`src/rtl/shift_seq_pkg.sv`:
```
// shift_seq_pkg: shared FSM state and shift-direction encodings for shift_sequencer.
package shift_seq_pkg;
  typedef enum logic [1:0] {IDLE, LOAD, SHIFT} state_t;
  localparam logic DIR_LEFT = 1'b0;
  localparam logic DIR_RIGHT = 1'b1;
endpackage

```
`src/rtl/shift_sequencer_auto_tick.sv`:
```
// auto_tick: idle-time period counter emitting a one-cycle expiry pulse (SHIFT_SEQ_AUTOSCROLL_EN only).
module auto_tick #(
  parameter int PERIOD = 50_000_000
) (
  input  logic clk,
  input  logic rst,
  input  logic i_en,
  input  logic i_run,
  output logic o_tick
);
  localparam int CW = $clog2(PERIOD + 1);
  logic [CW-1:0] r_cnt;
  assign o_tick = i_en && i_run && (r_cnt == CW'(PERIOD - 1));
  always_ff @(posedge clk) begin
    if (rst || !i_en) r_cnt <= '0;
    else if (i_run) r_cnt <= o_tick ? '0 : r_cnt + 1'b1;
  end
endmodule

```
`src/rtl/shift_sequencer.sv`:
```
// shift_sequencer: sequences load/shift pulses for a display shift register with digit-offset limits.
// Optional auto-scroll is built only when SHIFT_SEQ_AUTOSCROLL_EN is defined.
module shift_sequencer
  import shift_seq_pkg::*;
#(
  parameter int WIDTH = 20,
  parameter int STEP = 4,
  parameter int MAX_OFS = 4,
  parameter int AUTO_PERIOD = 50_000_000
) (
  input  logic                    clk,
  input  logic                    rst,
  input  logic                    load_req,
  input  logic [WIDTH-1:0]        load_val,
  input  logic                    left_req,
  input  logic                    right_req,
  input  logic                    auto_en,
  output logic                    sr_en,
  output logic                    sr_dir,
  output logic                    sr_load,
  output logic [WIDTH-1:0]        sr_num,
  output logic                    busy,
  output logic signed [3:0]       offset,
  output logic                    limit_hit
);
  localparam int SW = $clog2(STEP + 1);
  localparam logic signed [3:0] MAX = 4'(MAX_OFS);
  localparam logic signed [3:0] MIN = -MAX;
  state_t r_state, w_next;
  logic [WIDTH-1:0] r_held;
  logic signed [3:0] r_ofs;
  logic [SW-1:0] r_step;
  logic r_dir, r_limit;
  logic w_tick, w_idle, w_user, w_load, w_left, w_right, w_acc_l, w_acc_r, w_lim, w_last;
`ifdef SHIFT_SEQ_AUTOSCROLL_EN
  auto_tick #(.PERIOD(AUTO_PERIOD)) u_tick (
    .clk(clk), .rst(rst), .i_en(auto_en), .i_run(r_state == IDLE), .o_tick(w_tick)
  );
`else
  logic w_unused_auto;
  assign w_unused_auto = auto_en;
  assign w_tick = 1'b0;
`endif
  // user requests always win over an auto-scroll expiry in the same cycle
  always_comb begin
    w_idle  = r_state == IDLE;
    w_user  = load_req | left_req | right_req;
    w_load  = w_idle & (load_req | (w_tick & !w_user & (r_ofs == MAX)));
    w_left  = w_idle & ((left_req & !right_req & !load_req) | (w_tick & !w_user & (r_ofs != MAX)));
    w_right = w_idle & right_req & !left_req & !load_req;
    w_acc_l = w_left & (r_ofs < MAX);
    w_acc_r = w_right & (r_ofs > MIN);
    w_lim   = (w_left & !w_acc_l) | (w_right & !w_acc_r);
    w_last  = r_step == SW'(STEP - 1);
    w_next  = w_idle ? (w_load ? LOAD : (w_acc_l | w_acc_r) ? SHIFT : IDLE)
            : r_state == LOAD ? IDLE : (w_last ? IDLE : SHIFT);
  end
  always_ff @(posedge clk) begin
    if (rst) begin
      r_state <= IDLE;
      r_held  <= '0;
      r_ofs   <= '0;
      r_step  <= '0;
      r_dir   <= DIR_LEFT;
      r_limit <= 1'b0;
    end else begin
      r_state <= w_next;
      r_limit <= w_lim;
      if (w_idle && load_req) r_held <= load_val;
      if (w_load) r_ofs <= '0;
      if (w_acc_l || w_acc_r) r_dir <= w_acc_r ? DIR_RIGHT : DIR_LEFT;
      if (r_state == SHIFT) begin
        r_step <= w_last ? '0 : r_step + 1'b1;
        if (w_last) r_ofs <= (r_dir == DIR_RIGHT) ? r_ofs - 4'sd1 : r_ofs + 4'sd1;
      end
    end
  end
  assign sr_en     = r_state == SHIFT;
  assign sr_load   = r_state == LOAD;
  assign busy      = r_state != IDLE;
  assign sr_dir    = r_dir;
  assign sr_num    = r_held;
  assign offset    = r_ofs;
  assign limit_hit = r_limit;
endmodule

```
`config.mk`:
```
export PLATFORM = sky130hd
export DESIGN_NAME = shift_sequencer
export DESIGN_NICKNAME = d
export VERILOG_FILES = /design/src/rtl/shift_seq_pkg.sv /design/src/rtl/shift_sequencer_auto_tick.sv /design/src/rtl/shift_sequencer.sv
export SDC_FILE = /design/constraint.sdc
export NUM_CORES = 1
export LEC_CHECK = 0
export CELL_PAD_IN_SITES_DETAIL_PLACEMENT = 2
export CELL_PAD_IN_SITES_GLOBAL_PLACEMENT = 2
export CORE_UTILIZATION = 22
export DETAILED_ROUTE_END_ITERATION = 6
export PLACE_DENSITY_LB_ADDON = 0.1
export SETUP_SLACK_MARGIN = 0.3
export SYNTH_ARGS = -nofsm -noshare
export SYNTH_HDL_FRONTEND = slang
export SYNTH_SLANG_ARGS = --single-unit
export TNS_END_PERCENT = 5
```
`constraint.sdc`:
```
create_clock -name clk -period 2.25 [get_ports clk]
set_input_delay 0.45 -clock clk [delete_from_list [all_inputs] [get_ports clk]]
set_output_delay 0.45 -clock clk [all_outputs]
set_load 0.02 [all_outputs]
```
# Word-level counts from Yosys, hierarchy flattened
# Index checks and enable logic that the tools add are counted.
dict set report word_totals {
  reg_bits 31
  latch_bits 0
  ramBits 0
  mem_bits_ro 0
  in_bits 26
  output_inout_bits 29
  wordCells 47
  mem_count 0
}
dict set report op_classes {
  n_addsub 3
  n_mul 0
  div 0
  n_lt_le_gt_ge 2
  n_eq_ne 3
  shifts 0
  mux 11
  bitwise 13
  reduce_logical 9
}
# op count
set ops {}
lappend ops {{4-bit two-way mux} 4}
lappend ops {{1-bit bitwise AND} 11}
lappend ops {{2-bit two-way mux} 5}
lappend ops {{1-bit zero test} 5}
lappend ops {{4-bit by 2-bit adder with 4-bit output, second input constant} 1}
lappend ops {{4-bit by 3-bit greater-than comparator with 1-bit output, second input constant} 1}
lappend ops {{4-bit less-than comparator, second input constant} 1}
lappend ops {{4-bit by 2-bit subtractor with 4-bit output, second input constant} 1}
lappend ops {{3-bit by 1-bit adder with 3-bit output, second input constant} 1}
lappend ops {{3-bit by 2-bit == test with 1-bit output, second input constant} 1}
lappend ops {{3-bit two-way mux} 1}
lappend ops {{2-bit by 1-bit == test with 1-bit output, second input constant} 1}
lappend ops {{2-bit == test, second input constant} 1}
lappend ops {{2-bit zero test} 1}
lappend ops {{1-bit bitwise OR} 2}
lappend ops {{2-bit nonzero test} 1}
lappend ops {{1-bit logical AND} 1}
lappend ops {{1-bit logical OR} 1}
lappend ops {{1-bit two-way mux} 1}

# Longest topological paths before layout
# Gate-level depths: netlist of the first run.
dict set report logic_depth {
  depth_word 9
  ltp_mapped 6
  ltp_nobuf 5
}

# Least setup slack after synthesis of the first run
# Ideal clock, no wire load.
dict set report synth_path {
  path_type {register to register}
  from {register r_dir, in the netlist sr_dir}
  to {register r_ofs[3], in the netlist offset[3]}
  setup_time_ns 0.075
  t_arrival_ns 1.643
  t_required_ns 2.175
  setup_slack_ns 0.532
  path_stages_with_launch 6
  path_buffers 0
  period_less_slack_ns 1.718
  cell_sequence {dfxtp_1 -> ha_1 -> a21oi_1 -> a21oi_1 -> or4b_1 -> a31oi_1}
}
dict set report synth_between {
  elab_chain_cells 3
}
# item line
set synth_lines {}
lappend synth_lines {{start: declaration} shift_sequencer.sv:33} ;# logic r_dir, r_limit;
lappend synth_lines {{start signal: assignment} shift_sequencer.sv:71} ;# if (w_acc_l || w_acc_r) r_dir <= w_acc_r ? DIR_RIGHT : DIR_LEFT;
lappend synth_lines {{4-bit two-way mux (2 in a row)} shift_sequencer.sv:74} ;# if (w_last) r_ofs <= (r_dir == DIR_RIGHT) ? r_ofs - 4'sd1 : r_ofs + 4'sd1;
lappend synth_lines {{4-bit two-way mux} shift_sequencer.sv:72} ;# if (r_state == SHIFT) begin
lappend synth_lines {{end signal: assignment} shift_sequencer.sv:74}
lappend synth_lines {{end: declaration} shift_sequencer.sv:31} ;# logic signed [3:0] r_ofs;
# No other way between the ends.
# A chain may end at the register's enable or synchronous reset.

# Worst setup path after layout of the first run
dict set report layout_path {
  from {register r_state[0]}
  to {output sr_en}
}
dict set report layout_between {
  elab_chain_cells 1
}
# item line
set layout_lines {}
lappend layout_lines {{start: declaration} shift_sequencer.sv:29} ;# state_t r_state, w_next;
lappend layout_lines {{start signal: assignment} shift_sequencer.sv:67} ;# r_state <= w_next;
lappend layout_lines {{2-bit == test} shift_sequencer.sv:78} ;# assign sr_en = r_state == SHIFT;
lappend layout_lines {{end: declaration} shift_sequencer.sv:18} ;# output logic sr_en,
# No other way between the ends.

==> metrics.csv, run 1 <==
stage;metric;value;unit
drt;Vias/cell;4.59;
placed_design;placed cells;281;
clock_network;TritonCTS Buffers;5;
cells_and_area;layout cells sized above 1;0.0880;
drt;initial DRC count;40;
worst_setup_path;critical path capture point type;output port;
timing;Slew Limit Headroom;0.489;
drt;Post-Route WL;4430;um
hold_path;Hold Crit Start;sr_num[9];
synthesis;Synth async-reset ratio;0;
power;power per cell area;659;mW/mm^2
synthesis;Synth Cell Area;0.00129;mm^2
timing;worst-case hold slack;0.454;ns
grt;grt ovf;0;
floorplan;Die Area;0.00619;mm^2
cells_and_area;Inserted Diodes;0;
hold_path;Worst Hold Class;reg2reg;
floorplan;Die Wd;78.7;um
clock_network;Root Buffer;clkbuf_8;
synthesis;Ys Warns;0;
drt;DR pass1 iterations;3;
worst_setup_path;Critical Path Max Stage Delay;0.37;ns
timing;Fin Setup TNS;0;ns
synthesis;EDFF count, synth;0;
worst_setup_path;CP Launch Point;r_state[0];
clock_network;CTS tree;done;
floorplan;initial core utilization;0.232;
timing;Final period util;0.845;
timing;max-slew violations;0;
worst_setup_path;Crit Reg-Reg Startpoint;sr_dir;
grt;first-pass GRT wire length;7310;um
synthesis;Post-Synthesis Cells;158;
clock_network;Clock Tree Buf Depth;2;
grt;largest net degree at the start of global routing;22;
floorplan;FP Rows;27;
cells_and_area;Layout Cells excl Fill;288;
synthesis;Main synth FF type;dfxtp_1;
timing;fmax;0.526;GHz
synthesis;register bit total from synthesis;31;
floorplan;DIE HEIGHT;78.7;um
timing;worst slew pin tran;0.765;ns
cells_and_area;final core utilization;0.362;
worst_setup_path;Worst setup SP type;flop;
clock_network;Reg clk slew, reported paths;0.07;ns
floorplan;IO Pins;55;
worst_setup_path;WP data required;1.80;ns
cells_and_area;area delta synth->final;55.9;%
synthesis;syn_nets;188;
placed_design;IO Port Bufs;53;
worst_setup_path;critical path class;reg2out;
synthesis;library cells used by synthesis;31;
timing;Final setup viols;0;
status;status;completed;
placed_design;RD Place Congestion;0.661;
cells_and_area;Layout Nets;246;
placed_design;Placement Cell Area;0.00193;mm^2
floorplan;core area;0.00557;mm^2
timing;RSZ-0062 raised after global routing;true;
synthesis;Synth top cells by count;nand2_1, dfxtp_1, a21oi_1, nor2_1, clkbuf_1;
grt;Tot GR Track Use;0.155;
synthesis;post-synthesis sequential area ratio;0.480;
synthesis;Mapped Avg Cell Area;8.19;um^2
clock_network;H-Tree Depth;2;
timing;Fin. Hold Viols;0;
run;max-cap violations;0;
worst_setup_path;Max FO, Critical Path;9;
cells_and_area;Post-Layout Inst Area;0.00202;mm^2
drt;detailed-route DRC error count;0;
power;maximum VDD drop;0.257;mV
worst_setup_path;CP cell instances;or2b_1, inv_1, clkdlybuf4s15_1;
synthesis;post-synth top area cell;dfxtp_1;
clock_network;Worst-Skew Late Latency;0.29;ns
timing;Setup Skew;0.00981;ns
worst_setup_path;Crit path arrival time;1.45;ns
power;leak pwr;0.752;nW
drt;Routed WL per cell;15.4;um
synthesis;Yosys top cell area share;0.480;
worst_setup_path;Slowest cell on crit path;dfxtp_2;
clock_network;clock sink count;31;
grt;vias in the first global route;1500;
placed_design;hpwl dp;3290;um
synthesis;Synth area leaders;dfxtp_1, nand2_1, a21oi_1;
grt;initial antenna violation count;0;
synthesis;most numerous cell in the Yosys netlist;nand2_1;
timing;minimum clock period;1.90;ns
drt;DR vias;1323;
drt;antenna viol nets, final;0;
area by class of cell:
cell class / instances / area, um^2
Fill cell: 646 / 3560
Multi-Input combinational cell: 115 / 626
Sequential cell: 31 / 622
Timing Repair Buffer: 59 / 577
Tap cell: 72 / 90.1
Clock buffer: 6 / 82.6
Inverter: 4 / 15.0
Clock inverter: 1 / 5.00
critical path: cells and delay by family (launching register included):
kind / cells / cell delay (ns)
simple gates: 1 / 0.30
flops: 1 / 0.37
buf+inv: 2 / 0.50
what timing repair did:
action                                  CTS  global route
endpoints found under the setup margin    3             2
hold endpoints to repair                  0             0
hold buffers                              0             0
gates resized for setup                   2             3
buffers inserted                          0             0
where the power goes:
group          leakage, nW  total, mW  internal, mW  switching (mW)
Clock               0.0470      0.453         0.240           0.214
Sequential           0.254      0.601         0.581          0.0201
Combinational        0.451      0.275         0.133           0.141
Total                0.752       1.33         0.955           0.375
path summary, 6_finish.rpt:
kind | to | slack (ns) | cells past startpoint
max reg2reg | offset[3] | 0.48 | 5
min reg2reg | sr_num[9] | 0.45 | 2
min | sr_num[9] | 0.45 | 2
max | sr_en | 0.35 | 3
cell families after synthesis:
logic type      count (synthesis)  share of synthesized area
flops                          31                      0.480
buf+inv                        12                     0.0406
simple gates                   75                      0.281
compound gates                 35                      0.147
xor+xnor                        1                    0.00677
fa+ha+maj                       4                     0.0445
per-stage QoR:
stage	power [mW]	setup slack, ns
after global placement	0.883	0.165
after global routing	1.40	0.276
final	1.33	0.348
after CTS	1.36	0.238
after floorplan	0.746	0.532
after detailed placement	0.898	0.106
layer usage:
layer | GRT usage | vias up | wire, um
met5 | 0 | - | 0
met4 | 0.0500 | 0 | 53
met3 | 0.0430 | 5 | 207
met2 | 0.281 | 34 | 2290
met1 | 0.172 | 644 | 1870
li1 | - | 640 | -
cells in the final DEF, fill, tap and decap left out, types with 2 or more instances in the layout:
cell type | netlist | routed
a21oi_1 | 29 | 29
buf_4 | 0 | 6
clkbuf_8 | 0 | 6
clkdlybuf4s50_1 | 0 | 50
dfxtp_1 | 31 | 30
ha_1 | 3 | 3
inv_1 | 4 | 4
nand2_1 | 46 | 46
nand2b_1 | 2 | 2
nand3_1 | 3 | 3
nor2_1 | 9 | 9
o21ai_0 | 2 | 2
state kept, by name (all words and copies together) (netlist names):
register,count
r_state,2
sr_num,20
offset,4
sr_dir,1
r_step,3
limit_hit,1
Power figures use the tool's default switching activity.
==> run 2, diff against run 1 <==
- clock period: 2.25 -> 1.9 ns (I/O delays scaled with it)
==> run 2 against run 1 <==
Count of clock-buffer cells in the layout is the same. First-iteration DRC count decreased by 7.5%. Clock power increased by 52%. Setup slack worse by 0.19 ns. Critical path type unchanged.
==> metrics.csv, run 2 (same netlist as run 1, synthesis figures left out) <==
stage;metric;value;unit;change
grt;vias in the first global route;1480;;-1.3%
cells_and_area;Layout Nets;249;;+1.2%
worst_setup_path;CP Launch Point;r_state[1];;
worst_setup_path;Crit path arrival time;1.36;ns;-0.09 ns
timing;Slew Limit Headroom;0.702;;+0.214
floorplan;FP Rows;27;;unchanged
drt;detailed-route DRC error count;0;;unchanged
cells_and_area;fill cell total of the finished layout;627;;-2.9%
timing;Fin. Hold Viols;0;;unchanged
clock_network;CTS tree;done;;
hold_path;Hold Crit Start;sr_num[18];;
drt;Vias/cell;4.54;;-1.1%
clock_network;clock sink count;31;;unchanged
clock_network;hold buffers post-CTS;0;;unchanged
worst_setup_path;Worst setup SP type;flop;;
clock_network;Root Buffer;clkbuf_8;;
cells_and_area;commonest non-fill, non-tap cell in the layout;clkdlybuf4s50_1;;
cells_and_area;final core utilization;0.376;;+0.0144
clock_network;H-Tree Depth;2;;unchanged
worst_setup_path;Max FO, Critical Path;9;;unchanged
grt;largest net degree at the start of global routing;32;;+45%
clock_network;Worst-Skew Late Latency;0.28;ns;about the same
cells_and_area;layout cells sized above 1;0.118;;+0.0302
timing;Final period util;0.918;;
cells_and_area;area delta synth->final;62.1;%;
cells_and_area;most frequent cells in the layout;clkdlybuf4s50_1, nand2_1, a21oi_1, dfxtp_1, nor2_1;;
floorplan;core area;0.00557;mm^2;unchanged
worst_setup_path;Crit Reg-Reg Startpoint;sr_dir;;
placed_design;hpwl dp;3180;um;-3.5%
run;max-cap violations;0;;unchanged
timing;Final setup viols;0;;unchanged
timing;fmax;0.573;GHz;
placed_design;RD Place Congestion;0.669;;+1.2%
worst_setup_path;critical path capture point type;output port;;
power;Overall Power;1.74;mW;+31%
status;status;completed;;
timing;RSZ-0062 raised after global routing;true;;
drt;Post-Route WL;4250;um;-3.9%
grt;first-pass GRT wire length;7190;um;-1.7%
grt;grt ovf;0;;unchanged
worst_setup_path;WP data required;1.52;ns;-0.28 ns
clock_network;Reg clk slew, reported paths;0.07;ns;about the same
clock_network;TritonCTS Buffers;5;;unchanged
worst_setup_path;critical path class;reg2out;;
grt;initial antenna violation count;0;;unchanged
timing;max-slew violations;0;;unchanged
cells_and_area;max reg flops;20;;unchanged
drt;initial DRC count;37;;-7.5%
floorplan;DIE HEIGHT;78.7;um;unchanged
power;leak pwr;0.800;nW;+6.4%
drt;antenna viol nets, final;0;;unchanged
floorplan;IO Pins;55;;unchanged
grt;Tot GR Track Use;0.151;;-0.00425
power;power per cell area;829;mW/mm^2;+26%
timing;worst slew pin tran;0.441;ns;-0.324 ns
drt;DR vias;1326;;+0.23%
hold_path;Worst Hold Class;reg2reg;;
timing;Setup Skew;0.00272;ns;-0.00709 ns
floorplan;Die Area;0.00619;mm^2;unchanged
drt;Routed WL per cell;14.6;um;-5.2%
power;maximum VDD drop;0.335;mV;+30%
timing;minimum clock period;1.74;ns;
placed_design;IO Port Bufs;53;;unchanged
drt;DR pass1 iterations;4;;+1
clock_network;Clock Tree Buf Depth;2;;unchanged
floorplan;Die Wd;78.7;um;unchanged
clock_network;Post-CTS Setup Bufs;0;;unchanged
timing;Fin Setup TNS;0;ns;unchanged
cells_and_area;Inserted Diodes;0;;unchanged
floorplan;initial core utilization;0.232;;unchanged
## run 2: area by class of cell
type | count | area, um^2 | share of cell area
Clock inverter | 2 | 35.0 | 0.0167
Sequential cell | 31 | 623 | 0.297
Inverter | 4 | 15.0 | 0.00716
Multi-Input combinational cell | 115 | 643 | 0.307
Clock buffer | 6 | 82.6 | 0.0394
Timing Repair Buffer | 62 | 608 | 0.290
Tap cell | 72 | 90.1 | 0.0430
## run 2: worst max-delay path, cell delays in order, from the launching register on
cell           delay (ns)
dfxtp_1              0.31
buf_4                0.16
or2_2                0.29
dlygate4sd2_1        0.33
## run 2: routing by layer
| layer | global-route usage | part of all wire | up-vias |
|---|---|---|---|
| met5 | 0 | 0 | - |
| met4 | 0.0333 | 0.0045 | 0 |
| met3 | 0.0477 | 0.046 | 2 |
| met2 | 0.277 | 0.54 | 27 |
| met1 | 0.167 | 0.41 | 646 |
| li1 | - | - | 651 |
## run 2: path summary, 6_finish.rpt
path              cells after the start         end  slack [ns]
setup / recovery                      3        busy        0.16
hold / removal                        2  sr_num[18]        0.46
setup reg to reg                      5   offset[3]        0.17
hold reg to reg                       2  sr_num[18]        0.46
## run 2: metrics by stage
step                hold WS, ns  setup WS (ns)  area [um^2]  cells
global placement          0.442        -0.0479         1980    284
finish                    0.459          0.155         2100    292
floorplan                 0.436          0.317         1310    158
CTS                       0.465          0.137         2090    292
global route              0.485          0.111         2100    292
detailed placement        0.454         -0.164         1980    284
## run 2: repair_timing
item	4_1_cts	5_1_grt
endpoints found under the setup margin	31	40
gates cloned	0	0
hold endpoints to repair	0	0
resized for setup	4	2
## run 2: report_power, final
| group | leakage [nW] | total (mW) | switching [mW] | internal (mW) |
|---|---|---|---|---|
| clock network | 0.0612 | 0.687 | 0.263 | 0.424 |
| registers | 0.254 | 0.709 | 0.0207 | 0.688 |
| logic | 0.485 | 0.343 | 0.173 | 0.169 |
| total | 0.800 | 1.74 | 0.457 | 1.28 |
==> run 3, diff against run 2 <==
- CORE_ASPECT_RATIO: unset -> 0.6
- SLEW_MARGIN: unset -> 20
==> run 3 against run 2 <==
Clock power fell by 23%. Core utilization fell by 0.53 points. Largest power group unchanged. Final cell count rose by 2.1%. Total power fell by 8.6%. Sequential share of layout area rose by 0.16 points. Fmax rose by 0.43%. Routed wire length rose by 1.5%. Cell area fell by 0.54%. Combinational power rose by 1%.
==> metrics.csv, run 3 (same netlist as run 1, synthesis figures left out) <==
stage;metric;value;unit;change
status;status;completed;;
timing;worst slew pin tran;0.414;ns;-0.0268 ns
placed_design;IO Port Bufs;53;;unchanged
drt;initial DRC count;31;;-16%
cells_and_area;commonest non-fill, non-tap cell in the layout;clkdlybuf4s50_1;;
floorplan;Die Area;0.00620;mm^2;+0.16%
worst_setup_path;Crit path buffers/inverters;1;;-1
worst_setup_path;critical path class;reg2out;;
cells_and_area;layout cells sized above 1;0.110;;-0.00809
timing;Final period util;0.914;;-0.00396
worst_setup_path;Top delay family on crit path;buffers and inverters;;
drt;detailed-route DRC error count;0;;unchanged
timing;Slew Limit Headroom;0.720;;+0.0179
timing;Fin Setup TNS;0;ns;unchanged
grt;initial antenna violation count;0;;unchanged
clock_network;post_cts resized;4;;unchanged
floorplan;IO Pins;55;;unchanged
placed_design;hpwl dp;3220;um;+1.3%
timing;max-slew violations;0;;unchanged
timing;Final setup viols;0;;unchanged
clock_network;Root Buffer;clkbuf_8;;
clock_network;Worst-Skew Late Latency;0.28;ns;about the same
drt;DR pass1 iterations;4;;unchanged
run;max-cap violations;0;;unchanged
worst_setup_path;Worst setup SP type;flop;;
drt;Vias/cell;4.46;;-1.8%
floorplan;Die Wd;101;um;+28%
hold_path;Worst Hold Class;reg2reg;;
clock_network;Reg clk slew, reported paths;0.07;ns;about the same
worst_setup_path;WP data required;1.52;ns;about the same
grt;largest net degree at the start of global routing;32;;unchanged
placed_design;pre-CTS setup slack;-0.0921;ns;+0.0722 ns
cells_and_area;max reg flops;20;;unchanged
worst_setup_path;Critical Path Max Stage Delay;0.65;ns;+0.32 ns
floorplan;FP Rows;21;;-22%
worst_setup_path;critical path capture point type;output port;;
worst_setup_path;Slowest cell on crit path;clkdlybuf4s50_1;;
drt;antenna viol nets, final;0;;unchanged
timing;setup ws final;0.163;ns;+0.00753 ns
timing;Setup Skew;0.00540;ns;+0.00268 ns
cells_and_area;Inserted Diodes;0;;unchanged
worst_setup_path;Max FO, Critical Path;6;;-3
drt;DR vias;1329;;+0.23%
timing;Fin. Hold Viols;0;;unchanged
clock_network;clock sink count;31;;unchanged
grt;grt ovf;0;;unchanged
cells_and_area;final core utilization;0.371;;-0.00527
power;leak pwr;0.780;nW;-2.5%
clock_network;hold buffers post-CTS;0;;unchanged
power;power per cell area;762;mW/mm^2;-8.1%
cells_and_area;area delta synth->final;61.2;%;
clock_network;Clock Tree Buf Depth;2;;unchanged
clock_network;TritonCTS Buffers;5;;unchanged
drt;Post-Route WL;4320;um;+1.5%
worst_setup_path;Crit path arrival time;1.36;ns;about the same
grt;vias in the first global route;1347;;-9.0%
timing;minimum clock period;1.74;ns;-0.00753 ns
clock_network;CTS tree;done;;
drt;Routed WL per cell;14.5;um;-0.56%
placed_design;RD Place Congestion;0.710;;+6.1%
power;maximum VDD drop;0.218;mV;-35%
worst_setup_path;CP cell instances;clkdlybuf4s50_1;;
floorplan;core area;0.00562;mm^2;+0.88%
grt;Tot GR Track Use;0.149;;-0.00191
cells_and_area;Layout Nets;248;;-0.40%
cells_and_area;most frequent cells in the layout;clkdlybuf4s50_1, nand2_1, a21oi_1, dfxtp_1, nor2_1;;
floorplan;DIE HEIGHT;61.4;um;-22%
clock_network;H-Tree Depth;2;;unchanged
floorplan;initial core utilization;0.230;;-0.00201
timing;RSZ-0062 raised after global routing;true;;
timing;fmax;0.576;GHz;+0.43%
clock_network;Post-CTS Setup Bufs;0;;unchanged
grt;first-pass GRT wire length;6720;um;-6.5%
==> run 3: changes by cell type in the layout (fill, tap and decap cells not counted), sizes merged <==
cell | previous run | this run
buf | 9 | 8
bufinv | 1 | 0
clkdlybuf4s15 | 0 | 2
dlygate4sd2 | 4 | 2
==> run 3: path summary, 6_finish.rpt <==
kind | end | depth (start not counted) | slack, ns | from
max | offset[0] | 1 | 0.16 | offset[0]
max reg2reg | offset[3] | 5 | 0.24 | sr_dir
min | sr_num[4] | 2 | 0.46 | sr_num[4]
min reg2reg | sr_num[4] | 2 | 0.46 | sr_num[4]
==> run 3: layout make-up <==
type	count	area, um^2
Clock inverter	1	5.00
Sequential cell	31	623
Clock buffer	6	82.6
Fill cell	648	3540
Tap cell	80	100
Multi-Input combinational cell	115	644
Inverter	4	15.0
Timing Repair Buffer	61	616
==> run 3: per-stage QoR <==
step / instance area [um^2] / total power [mW] / hold WS (ns) / cells
final: 2090 / 1.59 / 0.455 / 298
after global routing: 2090 / 1.68 / 0.478 / 298
after CTS: 2070 / 1.61 / 0.459 / 298
after detailed placement: 1990 / 1.08 / 0.450 / 291
after global placement: 1990 / 1.07 / 0.441 / 291
after floorplan: 1310 / 0.885 / 0.436 / 158
==> run 3: power by group <==
part | total [mW] | internal, mW | switching (mW)
Combinational | 0.348 | 0.175 | 0.173
Sequential | 0.712 | 0.688 | 0.0237
Clock | 0.530 | 0.284 | 0.246
Total | 1.59 | 1.15 | 0.442
==> run 3: per-layer routing <==
metal	global-route usage	up-vias	part of all wire
met5	0	-	0
met1	0.194	643	0.50
met4	0.0559	0	0.012
met3	0.0477	8	0.050
li1	-	648	-
met2	0.235	30	0.44
